`src/rtl/waterfall_fb_ctrl_pkg.sv`:
```
// Shared types and helpers for the waterfall
// framebuffer controller.
package waterfall_pkg;

  typedef enum logic [1:0] {
    CLEAR,
    VIDEO,
    WRITE_ROW,
    WAIT_BLANK
  } state_t;

  // (a + b) mod m for a, b < m
  function automatic int unsigned mod_add(
    input int unsigned a,
    input int unsigned b,
    input int unsigned m
  );
    int unsigned s;
    s = a + b;
    if (s >= m) s = s - m;
    return s;
  endfunction

endpackage

```
`src/rtl/waterfall_fb_ctrl_if.sv`:
```
// Row producer stream: one pixel per beat,
// valid/ready handshake.
interface waterfall_fb_ctrl_if #(
  parameter int PIX_BITS = 8
);
  logic                row_valid;
  logic [PIX_BITS-1:0] row_data;
  logic                row_ready;

  modport master (
    output row_valid,
    output row_data,
    input  row_ready
  );

  modport slave (
    input  row_valid,
    input  row_data,
    output row_ready
  );
endinterface

```
`src/rtl/waterfall_fb_ctrl_fb_addr_gen.sv`:
```
// Registered framebuffer address: circular row
// window (row+top) wrapped at HEIGHT.
module fb_addr_gen #(
  parameter int WIDTH     = 320,
  parameter int HEIGHT    = 240,
  parameter int X_BITS    = $clog2(WIDTH),
  parameter int Y_BITS    = $clog2(HEIGHT),
  parameter int ADDR_BITS = $clog2(WIDTH*HEIGHT)
) (
  input  logic                 clk,
  input  logic                 reset,
  input  logic                 clr_en_i,
  input  logic [ADDR_BITS-1:0] clr_addr_i,
  input  logic [Y_BITS-1:0]    row_i,
  input  logic [X_BITS-1:0]    col_i,
  input  logic [Y_BITS-1:0]    top_i,
  output logic [ADDR_BITS-1:0] addr_o
);
  import waterfall_pkg::*;

  logic [ADDR_BITS-1:0] addr_d, addr_q;
  int unsigned          lin_idx;

  // Clear sweep overrides the windowed address
  always_comb begin
    lin_idx = mod_add(32'(row_i), 32'(top_i),
                      32'(HEIGHT));
    addr_d  = ADDR_BITS'(lin_idx * 32'(WIDTH)
                         + 32'(col_i));
    if (clr_en_i) addr_d = clr_addr_i;
  end

  // Address register
  always_ff @(posedge clk) begin
    if (reset) addr_q <= '0;
    else       addr_q <= addr_d;
  end

  assign addr_o = addr_q;

endmodule

```
`src/rtl/waterfall_fb_ctrl.sv`:
```
// Scrolling waterfall framebuffer: clear, display
// reads and blank-time row insertion.
module waterfall_fb_ctrl #(
  parameter int WIDTH      = 320,
  parameter int HEIGHT     = 240,
  parameter int PIX_BITS   = 8,
  parameter int SCROLL_DIV = 4,
  parameter int X_BITS     = $clog2(WIDTH),
  parameter int Y_BITS     = $clog2(HEIGHT),
  parameter int ADDR_BITS  = $clog2(WIDTH*HEIGHT)
) (
  input  logic                 clk,
  input  logic                 reset,
  input  logic                 visible,
  input  logic                 lower_blank,
  input  logic [X_BITS-1:0]    x,
  input  logic [Y_BITS-1:0]    y,
  waterfall_fb_ctrl_if.slave   row_if,
  output logic [ADDR_BITS-1:0] ram_addr,
  output logic [PIX_BITS-1:0]  ram_wdata,
  output logic                 ram_we,
  input  logic [PIX_BITS-1:0]  ram_rdata,
  output logic [PIX_BITS-1:0]  pix_data,
  output logic                 clear_done
);
  import waterfall_pkg::*;

  localparam int FC_BITS =
    (SCROLL_DIV > 1) ? $clog2(SCROLL_DIV) : 1;
  localparam logic [ADDR_BITS-1:0] LAST_A =
    ADDR_BITS'(WIDTH*HEIGHT-1);
  localparam logic [X_BITS-1:0] LAST_C =
    X_BITS'(WIDTH-1);
  localparam logic [FC_BITS-1:0] FC_MAX =
    FC_BITS'(SCROLL_DIV-1);
  localparam logic [Y_BITS-1:0] BOT =
    Y_BITS'(HEIGHT-1);

  state_t               state_q, state_d;
  logic [ADDR_BITS-1:0] clr_q, clr_d;
  logic [Y_BITS-1:0]    top_q, top_d;
  logic [X_BITS-1:0]    wcol_q, wcol_d;
  logic [FC_BITS-1:0]   fc_q, fc_d;
  logic                 lb_q;
  logic                 vis1_q, vis1_d, vis2_q;
  logic                 we_q, we_d;
  logic [PIX_BITS-1:0]  wdata_q, wdata_d;
  logic                 done_q, done_d;

  logic                 clr_en, rise, accept;
  logic [Y_BITS-1:0]    ag_row, wrow;
  logic [X_BITS-1:0]    ag_col;

  assign rise = lower_blank & ~lb_q;
  assign row_if.row_ready =
    (state_q == WRITE_ROW) && lower_blank;
  assign accept = row_if.row_ready && row_if.row_valid;
  assign wrow = Y_BITS'(mod_add(32'(top_q),
    32'(HEIGHT-1), 32'(HEIGHT)));

  // Next-state, write request and address select
  always_comb begin
    state_d = state_q;
    clr_d   = clr_q;
    top_d   = top_q;
    wcol_d  = wcol_q;
    fc_d    = fc_q;
    we_d    = 1'b0;
    wdata_d = '0;
    done_d  = done_q | (state_q != CLEAR);
    vis1_d  = visible && (state_q == VIDEO ||
                          state_q == WAIT_BLANK);
    clr_en  = 1'b0;
    ag_row  = y;
    ag_col  = x;
    unique case (state_q)
      CLEAR: begin
        clr_en = 1'b1;
        we_d   = 1'b1;
        if (clr_q == LAST_A) state_d = VIDEO;
        else clr_d = clr_q + 1'b1;
      end
      VIDEO: begin
        if (rise) begin
          if (fc_q != FC_MAX) fc_d = fc_q + 1'b1;
          if (fc_q == FC_MAX || wcol_q != '0)
            state_d = WRITE_ROW;
        end
      end
      WRITE_ROW: begin
        ag_row = BOT;
        ag_col = wcol_q;
        if (!lower_blank) begin
          state_d = VIDEO;
        end else if (accept) begin
          we_d    = 1'b1;
          wdata_d = row_if.row_data;
          if (wcol_q == LAST_C) begin
            top_d   = wrow;
            wcol_d  = '0;
            fc_d    = '0;
            state_d = WAIT_BLANK;
          end else begin
            wcol_d = wcol_q + 1'b1;
          end
        end
      end
      WAIT_BLANK: begin
        if (!lower_blank) state_d = VIDEO;
      end
      default: state_d = CLEAR;
    endcase
  end

  // State and pipeline registers
  always_ff @(posedge clk) begin
    if (reset) begin
      state_q <= CLEAR;
      clr_q   <= '0;
      top_q   <= '0;
      wcol_q  <= '0;
      fc_q    <= '0;
      lb_q    <= 1'b0;
      vis1_q  <= 1'b0;
      vis2_q  <= 1'b0;
      we_q    <= 1'b0;
      wdata_q <= '0;
      done_q  <= 1'b0;
    end else begin
      state_q <= state_d;
      clr_q   <= clr_d;
      top_q   <= top_d;
      wcol_q  <= wcol_d;
      fc_q    <= fc_d;
      lb_q    <= lower_blank;
      vis1_q  <= vis1_d;
      vis2_q  <= vis1_q;
      we_q    <= we_d;
      wdata_q <= wdata_d;
      done_q  <= done_d;
    end
  end

  fb_addr_gen #(
    .WIDTH     (WIDTH),
    .HEIGHT    (HEIGHT),
    .X_BITS    (X_BITS),
    .Y_BITS    (Y_BITS),
    .ADDR_BITS (ADDR_BITS)
  ) u_addr (
    .clk        (clk),
    .reset      (reset),
    .clr_en_i   (clr_en),
    .clr_addr_i (clr_q),
    .row_i      (ag_row),
    .col_i      (ag_col),
    .top_i      (top_q),
    .addr_o     (ram_addr)
  );

  assign ram_we     = we_q;
  assign ram_wdata  = wdata_q;
  assign clear_done = done_q;
  assign pix_data   = vis2_q ? ram_rdata : '0;

endmodule
```
`src/flat_wrapper.sv`:
```
// flat-port wrapper written by rule: the top's interface ports become plain ports
module waterfall_fb_ctrl_flat import waterfall_pkg::*;
#(
  parameter int WIDTH      = 320,
  parameter int HEIGHT     = 240,
  parameter int PIX_BITS   = 8,
  parameter int SCROLL_DIV = 4,
  parameter int X_BITS     = $clog2(WIDTH),
  parameter int Y_BITS     = $clog2(HEIGHT),
  parameter int ADDR_BITS  = $clog2(WIDTH*HEIGHT)
)
  (clk, reset, visible, lower_blank, x, y, ram_addr, ram_wdata, ram_we, ram_rdata, pix_data, clear_done, row_if_row_valid, row_if_row_data, row_if_row_ready);
  waterfall_fb_ctrl_if #(.PIX_BITS(PIX_BITS)) row_if_i ();
  input  logic clk;
  input  logic reset;
  input  logic visible;
  input  logic lower_blank;
  input  logic [X_BITS-1:0] x;
  input  logic [Y_BITS-1:0] y;
  output logic [ADDR_BITS-1:0] ram_addr;
  output logic [PIX_BITS-1:0] ram_wdata;
  output logic ram_we;
  input  logic [PIX_BITS-1:0] ram_rdata;
  output logic [PIX_BITS-1:0] pix_data;
  output logic clear_done;
  input wire logic [$bits(row_if_i.row_valid)-1:0] row_if_row_valid;
  input wire logic [$bits(row_if_i.row_data)-1:0] row_if_row_data;
  output wire logic [$bits(row_if_i.row_ready)-1:0] row_if_row_ready;
  assign row_if_i.row_valid = row_if_row_valid;
  assign row_if_i.row_data = row_if_row_data;
  assign row_if_row_ready = row_if_i.row_ready;
  waterfall_fb_ctrl #(.WIDTH(WIDTH), .HEIGHT(HEIGHT), .PIX_BITS(PIX_BITS), .SCROLL_DIV(SCROLL_DIV), .X_BITS(X_BITS), .Y_BITS(Y_BITS), .ADDR_BITS(ADDR_BITS)) u_core (.clk(clk), .reset(reset), .visible(visible), .lower_blank(lower_blank), .x(x), .y(y), .row_if(row_if_i), .ram_addr(ram_addr), .ram_wdata(ram_wdata), .ram_we(ram_we), .ram_rdata(ram_rdata), .pix_data(pix_data), .clear_done(clear_done));
endmodule
```
`config.mk`:
```
export PLATFORM = sky130hd
export DESIGN_NAME = waterfall_fb_ctrl_flat
export DESIGN_NICKNAME = d
export VERILOG_FILES = /design/src/rtl/waterfall_fb_ctrl_pkg.sv /design/src/rtl/waterfall_fb_ctrl_if.sv /design/src/rtl/waterfall_fb_ctrl_fb_addr_gen.sv /design/src/rtl/waterfall_fb_ctrl.sv /design/src/flat_wrapper.sv
export SDC_FILE = /design/constraint.sdc
export NUM_CORES = 1
export LEC_CHECK = 0
export BUFFER_PORTS_ARGS = -buffer_cell sky130_fd_sc_hd__buf_2
export CORE_MARGIN = 5
export CORE_UTILIZATION = 55
export DETAILED_ROUTE_END_ITERATION = 8
export GPL_TIMING_DRIVEN = 0
export PLACE_DENSITY_LB_ADDON = 0.05
export RECOVER_POWER = 25
export SLEW_MARGIN = 5
export SYNTH_ARGS = -nofsm -noshare
export SYNTH_HDL_FRONTEND = slang
export SYNTH_SLANG_ARGS = --single-unit
```
`constraint.sdc`:
```
create_clock -name clk -period 6.4 [get_ports clk]
set_input_delay 0.64 -clock clk [delete_from_list [all_inputs] [get_ports clk]]
set_output_delay 0.64 -clock clk [all_outputs]
set_load 0.05 [all_outputs]
```
==> impl_metrics.ini, run 1 <==
[synthesis]
synth.top_cells.by_area = dfxtp_1, ha_1, nor2_1
synth-main-ff-cell = dfxtp_1
synthArstFlopShare = 0
synth_common_cells = nor2_1, dfxtp_1, nand2_1
synth_cell_types = 60
yosysSeqAreaShare = 0.330
syn_avg_cell_area_um2 = 8.62
syn-num-nets = 558
synth_cells = 479
syn_area_um2 = 4130
synth_top_area_frac = 0.330
yosysMostFrequentCell = nor2_1
ys_warn_count = 0
synth_edf_count = 0
yosysTopAreaCell = dfxtp_1
ys_ff_latch = 68

[grt]
grt_max_degree = 13
grt_use_total = 0.208
grt_pass1_vias = 3594
gr-total-overflow = 0
grt_pass1_wl_um = 16500
antenna_found_initial = 0

[placed_design]
gp_congestion = 0.821
post_dp_cell_area_um2 = 4610
port_buffers = 72
dp_hpwl_um = 7310
dp_cells = 650

[die]
die_y_um = 96.6
num_io_pins = 74
die_w_um = 96.6
die_area_um2 = 9340
initial_utilization = 0.566
core_area_um2 = 7290
rows = 31

[timing]
slew_violations = 0
finClkSkew_ns = 0.00630
fmax_mhz = 165
finalCriticalPeriod_ns = 6.05
finalSetupViolCount = 0
timing.final.crit_share = 0.945
slew_headroom = 0.557
worst_pin_slew_ns = 0.664
hold_violations = 0

[clock_tree]
clk_pin_slew_worst_paths_ns = 0.07
cts_buffers = 9
root_buffer = clkbuf_8
clkSinkCount = 68
cts_tree = built
cts_hold_buffers = 0
clockBufferDepth = 2
clkLatencyLatePin_ns = 0.34
cts.htree.levels = 3

[worst_setup_path]
critPathMaxStageDelay_ns = 0.49
path_max_fanout = 13
cp-end-kind = flip-flop
path_cells = inv_1 -> ha_2 -> clkbuf_2 -> or2_2 -> ha_1 -> fa_1 -> a21oi_1 -> inv_1 -> a21oi_1 -> xnor2_2 -> ha_1 -> a21boi_2 -> a21oi_4 -> xnor2_2 -> ha_1 -> fa_1 -> a211oi_2 -> nor2_1 -> nor4_2 -> nand4_1 -> xnor2_1 -> xor3_1 -> a211oi_2
critPathRequiredTime_ns = 6.66
cpMostUsedCell = ha_1
timing.critical_path.arrival_ns = 6.31
path_class = flip-flop to flip-flop
critPathLaunchType = flip-flop
cpMaxStageDelayCell = fa_1
r2r_slack_ns = 0.35

[layout]
fin_cells = 666
drive_gt1_frac = 0.176
nNetsFinal = 641
final_area_um2 = 4800
antenna_cells = 0
syn2layout_area_growth_pct = 16.3
multi_input_area_um2 = 2690
final_core_util = 0.659
final.fill_count = 674
seqCellArea_um2 = 1360

[detailed_routing]
drt-total-wl_um = 9450
vias = 3572
ant_nets = 0
drtIter0Drc = 100
post-route-drc-count = 0
first_pass_iters = 4
wire_per_inst_um = 14.2
routed_via_density = 5.36

[pwr]
p_sw_frac = 0.323
pwr-share-seq = 0.445
vdd_drop_max_uv = 130
p_int_mw = 0.685
clkPwrFrac = 0.314
power_frac_comb = 0.241
p_leak_nw = 2.10
switchingPower_mw = 0.326
p_per_area_nw_per_um2 = 210
p_total_mw = 1.01

[outcome]
status = complete, no violations

[run]
cap_violations = 0

[worst_hold_path]
hp-class = flip-flop to flip-flop
[power by group through the flow]
stage                     Sequential (mW)  Combinational [mW]  Clock, mW
after floorplan                     0.491               0.151          0
after global placement              0.458               0.234          0
after detailed placement            0.459               0.238          0
after CTS                           0.449               0.242      0.328
after global routing                0.451               0.272      0.347
final                               0.450               0.244      0.317
[final cells by class]
class | count | area share
Buffer | 14 | 0.0128
Clock buffer | 11 | 0.0294
Clock inverter | 5 | 0.00781
Inverter | 12 | 0.00938
Multi-Input combinational cell | 384 | 0.561
Sequential cell | 68 | 0.283
Tap cell | 99 | 0.0258
Timing Repair Buffer | 73 | 0.0706
[layer usage]
layer | global-route usage | routed length (µm) | up-vias
li1 | - | - | 1828
met1 | 0.270 | 4400 | 1658
met2 | 0.341 | 4470 | 74
met3 | 0.0460 | 417 | 12
met4 | 0.0702 | 156 | 0
met5 | 0 | 0 | -
[stage by stage]
step / TNS (ns) / setup WS [ns] / hold WS, ns
after floorplan: 0 / 0.604 / 0.414
after global placement: 0 / 0.00624 / 0.432
after detailed placement: -0.0635 / -0.0635 / 0.448
after CTS: 0 / 0.0138 / 0.464
after global routing: -0.0356 / -0.0356 / 0.501
final: 0 / 0.351 / 0.461
[critical path: cells and delay by family (launching register included)]
family | cells | cell delay (ns)
buf+inv | 3 | 0.39
fa+ha+maj | 6 | 2.00
xor+xnor | 4 | 0.87
flops | 1 | 0.40
compound gates | 6 | 1.37
simple gates | 4 | 0.93
[worst paths after layout]
check,start,endpoint,depth (start not counted)
worst max-delay path,u_core.state_q[0]$_SDFFE_PP0P_,u_core.u_addr.addr_o[16]$_SDFF_PP0_,23
worst min register to register,u_core.clear_done$_SDFF_PP0_,u_core.clear_done$_SDFF_PP0_,1
worst max register to register,u_core.state_q[0]$_SDFFE_PP0P_,u_core.u_addr.addr_o[16]$_SDFF_PP0_,23
worst min-delay path,u_core.clear_done$_SDFF_PP0_,u_core.clear_done$_SDFF_PP0_,1
[logic make-up (layout without fill, tap and decap cells)]
group / Yosys count / count (layout) / share of synthesized area
AO/OA/AOI/OAI: 79 / 79 / 0.124
XOR/XNOR: 49 / 49 / 0.108
adder cells (fa/ha/maj): 41 / 41 / 0.130
buffers and inverters: 27 / 115 / 0.0312
flip-flops: 68 / 68 / 0.330
multiplexers: 17 / 17 / 0.0442
AND/OR/NAND/NOR: 198 / 198 / 0.234
[state kept, by name (all words and copies together) (netlist names)]
signal                count
u_core.lb_q               1
u_core.clr_q             17
u_core.ram_we             1
u_core.wcol_q             9
u_core.u_addr.addr_o     17
u_core.vis2_q             1
u_core.clear_done         1
u_core.fc_q               2
u_core.top_q              8
u_core.ram_wdata          8
u_core.state_q            2
u_core.vis1_q             1
[layout by cell type (no fill, tap or decap), drive strengths merged, types with 2 or more instances in the layout]
cell,instances
nand4,9
mux2,7
and3,15
buf,51
nand3b,2
and2,11
nor2b,6
xnor2,19
a21oi,34
clkinvlp,2
xor2,29
or3,3
nor4,3
nor3,3
nor3b,2
mux2i,10
clkbuf,47
fa,3
dfxtp,68
and4,3
o21ai,14
a21boi,2
clkinv,3
ha,38
inv,12
a211oi,8
o21a,4
nand2,45
or2,7
nand3,9
nand2b,3
a21o,5
nor2,72
[what timing repair did]
action | 4_1_cts | 5_1_grt
gates resized for setup | 2 | 10
pin swaps | 0 | 1
setup buffers | 0 | 1
endpoints found under the setup margin | 1 | 5
No activity file was read; power rests on OpenSTA's default activity.
==> run 2: changes to the inputs <==
--- a/config.mk
+++ b/config.mk
@@ -6,7 +6,7 @@
 export NUM_CORES = 1
 export LEC_CHECK = 0
 export BUFFER_PORTS_ARGS = -buffer_cell sky130_fd_sc_hd__buf_2
-export CORE_MARGIN = 5
+export CORE_MARGIN = 3
 export CORE_UTILIZATION = 55
 export DETAILED_ROUTE_END_ITERATION = 8
 export GPL_TIMING_DRIVEN = 0
==> impl_metrics.ini, run 2 (synthesis results as in run 1) <==
[outcome]
status = complete, no violations

[timing]
worst_slack_ns = 0.425
fmax_mhz = 167
finClkSkew_ns = 0.0130
slew_violations = 0
worst_pin_slew_ns = 0.691
finalCriticalPeriod_ns = 5.98
timing.final.crit_share = 0.934
finalSetupViolCount = 0
slew_headroom = 0.540
hold_violations = 0
rsz0062_at_grt = no

[placed_design]
place_ws_ns = -0.282
port_buffers = 72
dp_hpwl_um = 7380
gp_congestion = 0.884
dp_cells = 647

[clock_tree]
clkLatencyLatePin_ns = 0.34
cts_tree = built
clockBufferDepth = 2
clk_pin_slew_worst_paths_ns = 0.08
cts_buffers = 9
cts_hold_buffers = 0
cts.htree.levels = 3
clkSinkCount = 68
root_buffer = clkbuf_8

[worst_hold_path]
holdPathStages = 1
hp-class = flip-flop to flip-flop

[layout]
syn2layout_area_growth_pct = 16.3
final_core_util = 0.684
layout_commonest_cell = nor2_1
final_cell_mix = nor2_1, dfxtp_1, buf_2
drive_gt1_frac = 0.166
fin_cells = 662
nNetsFinal = 640
antenna_cells = 0

[die]
num_io_pins = 74
initial_utilization = 0.588
rows = 30
die_area_um2 = 8580
die_y_um = 92.6
core_area_um2 = 7020
die_w_um = 92.6

[pwr]
vdd_drop_max_uv = 144
p_leak_nw = 2.10
p_per_area_nw_per_um2 = 224
p_total_mw = 1.07

[worst_setup_path]
critPathLaunchType = flip-flop
cp-end-kind = flip-flop
critPathRequiredTime_ns = 6.67
path_max_fanout = 22
path_class = flip-flop to flip-flop
timing.critical_path.arrival_ns = 6.24
r2r_cells = 22

[grt]
grt_max_degree = 14
grt_pass1_wl_um = 15800
grt_pass1_vias = 3469
gr-total-overflow = 0
antenna_found_initial = 0
grt_use_total = 0.225

[detailed_routing]
first_pass_iters = 4
wire_per_inst_um = 14.3
drt-total-wl_um = 9440
post-route-drc-count = 0
routed_via_density = 5.32
ant_nets = 0
drtIter0Drc = 103
vias = 3523

[run]
cap_violations = 0
-- run 2: path summary, 6_finish.rpt --
| check | start | endpoint | slack, ns |
|---|---|---|---|
| setup reg to reg | u_core.state_q[0]$_SDFFE_PP0P_ | u_core.u_addr.addr_o[16]$_SDFF_PP0_ | 0.42 |
| hold / removal | u_core.vis1_q$_SDFF_PP0_ | u_core.vis2_q$_SDFF_PP0_ | 0.45 |
| setup / recovery | u_core.state_q[0]$_SDFFE_PP0P_ | u_core.u_addr.addr_o[16]$_SDFF_PP0_ | 0.42 |
| hold reg to reg | u_core.vis1_q$_SDFF_PP0_ | u_core.vis2_q$_SDFF_PP0_ | 0.45 |
-- run 2: per-stage QoR --
| step | cell area [µm²] | hold slack (ns) | setup TNS, ns |
|---|---|---|---|
| final | 4800 | 0.450 | 0 |
| after global routing | 4800 | 0.457 | 0 |
| after CTS | 4830 | 0.450 | 0 |
| after detailed placement | 4610 | 0.435 | -0.282 |
| after global placement | 4610 | 0.424 | -0.123 |
| after floorplan | 4130 | 0.414 | 0 |
-- run 2: cell type report --
class	instances	area, µm²
Timing Repair Buffer	73	339
Buffer	13	56.3
Multi-Input combinational cell	384	2670
Sequential cell	68	1360
Inverter	12	45.0
Clock buffer	10	128
Fill cell	619	2220
Clock inverter	6	88.8
Tap cell	96	120
-- run 2: power breakdown --
part,internal (mW),switching [mW]
Combinational,0.0913,0.149
Sequential,0.439,0.00974
Clock,0.219,0.165
Total,0.750,0.324
-- run 2: what timing repair did --
item | CTS | global route
cloned | 0 | 0
resized for setup | 3 | 2
pin swaps | 0 | 1
endpoints found under the setup margin | 1 | 1
setup buffers | 0 | 1
-- run 2: metal layers --
metal  global-route usage  vias up  wire (µm)  share of wire
met1                0.293     1624       4450           0.47
met5                    0        -          0              0
met4               0.0574        0        131          0.014
met2                0.381       65       4560           0.48
li1                     -     1818          -              -
met3               0.0471       16        297          0.031
-- run 2: worst max-delay path, cell delays in order, from the launching register on --
cell and delay, ns:
dfxtp_1 0.39, inv_1 0.12, ha_4 0.26, or2_2 0.32, ha_1 0.25, fa_1 0.45, a21oi_2 0.17, inv_1 0.05
a21oi_1 0.20, xnor2_1 0.15, ha_1 0.23, a21boi_2 0.17, a21oi_1 0.29, mux2_2 0.41, ha_1 0.28, ha_1 0.36
a211oi_2 0.37, nor2_1 0.11, nor4_1 0.37, nand4_1 0.19, xnor2_1 0.23, xor3_1 0.31, a211oi_2 0.22
==> run 3: changes to the inputs <==
--- a/config.mk
+++ b/config.mk
@@ -5,6 +5,7 @@
 export SDC_FILE = /design/constraint.sdc
 export NUM_CORES = 1
 export LEC_CHECK = 0
+export ABC_AREA = 1
 export BUFFER_PORTS_ARGS = -buffer_cell sky130_fd_sc_hd__buf_2
 export CORE_MARGIN = 3
 export CORE_UTILIZATION = 55
==> impl_metrics.ini, run 3 <==
[detailed_routing]
drtIter0Drc = 185
routed_via_density = 5.19
vias = 4091
met1Wirelength_um = 4670
first_pass_iters = 5
met3_length_um = 568
drt-total-wl_um = 10100
ant_nets = 0
wire_per_inst_um = 12.8
post-route-drc-count = 0
detailroute.wirelength.met2_um = 4680
routed.top_layer = met4

[layout]
multi_input_area_um2 = 2520
layout_commonest_cell = nand2_1
final.fill_count = 694
final_area_um2 = 4980
seqCellArea_um2 = 1360
syn2layout_area_growth_pct = 15.5
antenna_cells = 0
fin_cells = 788
drive_gt1_frac = 0.152
nNetsFinal = 763
final_cell_mix = nand2_1, inv_1, dfxtp_1

[grt]
grt_max_degree = 13
grt_pass1_vias = 3768
gr-total-overflow = 0
grt_pass1_wl_um = 16500
antenna_found_initial = 0
grt_use_total = 0.233

[timing]
rsz0062_at_grt = no
finClkSkew_ns = 0.00740
slew_violations = 0
slew_headroom = 0.594
finalSetupViolCount = 0
timing.final.crit_share = 0.846
fmax_mhz = 185
worst_slack_ns = 0.985
hold_violations = 0
worst_pin_slew_ns = 0.610
fin_tns_setup_ns = 0
finalCriticalPeriod_ns = 5.42

[synthesis]
syn_area_um2 = 4310
syn-num-nets = 679
synth.top_cells.by_area = dfxtp_1, ha_1, nand2_1
yosysTopAreaCell = dfxtp_1
synth_cells = 600
yosysMostFrequentCell = nand2_1
synthArstFlopShare = 0
synth_common_cells = nand2_1, inv_1, dfxtp_1
synth-main-ff-cell = dfxtp_1
ys_ff_latch = 68
syn_avg_cell_area_um2 = 7.19
synth_edf_count = 0
yosysSeqAreaShare = 0.316
ys_warn_count = 0
synth_top_area_frac = 0.316
synth_cell_types = 50

[worst_setup_path]
cpMaxStageDelayCell = fa_1
path_class = flip-flop to flip-flop
timing.critical_path.arrival_ns = 5.67
critPathMaxStageDelay_ns = 0.49
critPathRequiredTime_ns = 6.65
cp-end-kind = flip-flop
path_max_fanout = 10
cp_top_family = adder cells
cp.buffers_inverters = 6
critPathLaunchType = flip-flop

[placed_design]
dp_cells = 772
port_buffers = 73
place_ws_ns = 0.962
gp_congestion = 0.932
post_dp_cell_area_um2 = 4800
dp_hpwl_um = 8130

[die]
die_area_um2 = 8940
num_io_pins = 74
core_area_um2 = 7450
die_w_um = 94.6
initial_utilization = 0.579
rows = 31
die_y_um = 94.6

[clock_tree]
cts_tree = built
cts.htree.levels = 3
post_cts_buffers = 0
clockBufferDepth = 2
cts_hold_buffers = 0
ctsResizeCount = 0
clkSinkCount = 68
root_buffer = clkbuf_8
cts_buffers = 9
clk_pin_slew_worst_paths_ns = 0.08
clkLatencyLatePin_ns = 0.35

[pwr]
vdd_drop_max_uv = 169
p_sw_frac = 0.430
switchingPower_mw = 0.682
p_leak_nw = 2.37
clkPwrFrac = 0.234
power_frac_comb = 0.456
p_int_mw = 0.905
pwr-share-seq = 0.310
p_per_area_nw_per_um2 = 318

[run]
cap_violations = 0

[worst_hold_path]
hp-class = flip-flop to flip-flop

[outcome]
status = complete, no violations
==> run 3: worst paths after layout <==
check / depth (start not counted) / endpoint / slack [ns] / start
hold reg to reg: 2 / u_core.vis2_q$_SDFF_PP0_ / 0.41 / u_core.vis1_q$_SDFF_PP0_
setup / recovery: 30 / u_core.u_addr.addr_o[16]$_SDFF_PP0_ / 0.98 / u_core.state_q[0]$_SDFFE_PP0P_
hold / removal: 2 / u_core.vis2_q$_SDFF_PP0_ / 0.41 / u_core.vis1_q$_SDFF_PP0_
setup reg to reg: 30 / u_core.u_addr.addr_o[16]$_SDFF_PP0_ / 0.98 / u_core.state_q[0]$_SDFFE_PP0P_
==> run 3: power by group through the flow <==
stage | Sequential [mW] | Combinational (mW) | Clock [mW]
final | 0.492 | 0.723 | 0.371
after global routing | 0.495 | 0.807 | 0.391
after CTS | 0.491 | 0.732 | 0.376
after detailed placement | 0.501 | 0.728 | 0
after global placement | 0.498 | 0.715 | 0
after floorplan | 0.599 | 0.474 | 0
==> run 3: final cells by class <==
type | count | share of cell area
Buffer | 10 | 0.00954
Clock buffer | 11 | 0.0304
Clock inverter | 5 | 0.0118
Inverter | 102 | 0.0773
Multi-Input combinational cell | 420 | 0.505
Sequential cell | 68 | 0.273
Tap cell | 99 | 0.0249
Timing Repair Buffer | 73 | 0.0675
==> run 3: per-layer routing <==
| layer | track usage | up-vias |
|---|---|---|
| li1 | - | 2109 |
| met4 | 0.0685 | 0 |
| met1 | 0.300 | 1844 |
| met3 | 0.0494 | 19 |
| met2 | 0.394 | 119 |
| met5 | 0 | - |
==> run 3: cell families (layout without fill, tap and decap cells) <==
family / after synthesis / count (layout) / share of synthesized area
AO/OA/AOI/OAI: 101 / 101 / 0.135
XOR/XNOR: 24 / 24 / 0.0522
adder cells (fa/ha/maj): 41 / 41 / 0.124
buffers and inverters: 112 / 201 / 0.100
flip-flops: 68 / 68 / 0.316
multiplexers: 1 / 1 / 0.00232
AND/OR/NAND/NOR: 253 / 253 / 0.270
==> run 3: worst reg2reg max path: cells and delay by family, from the launching register on <==
kind,cells,cell delay [ns]
fa+ha+maj,6,1.90
flops,1,0.38
xor+xnor,3,0.68
buf+inv,6,0.65
simple gates,15,1.70
==> run 3: through the flow <==
stage | utilization | power [mW] | hold WS (ns)
2_1_floorplan | - | 1.07 | 0.388
3_3_place_gp | 0.645 | 1.21 | 0.406
3_5_place_dp | 0.645 | 1.23 | 0.403
4_1_cts | 0.673 | 1.60 | 0.413
5_1_grt | 0.669 | 1.69 | 0.440
6_report | 0.669 | 1.59 | 0.411
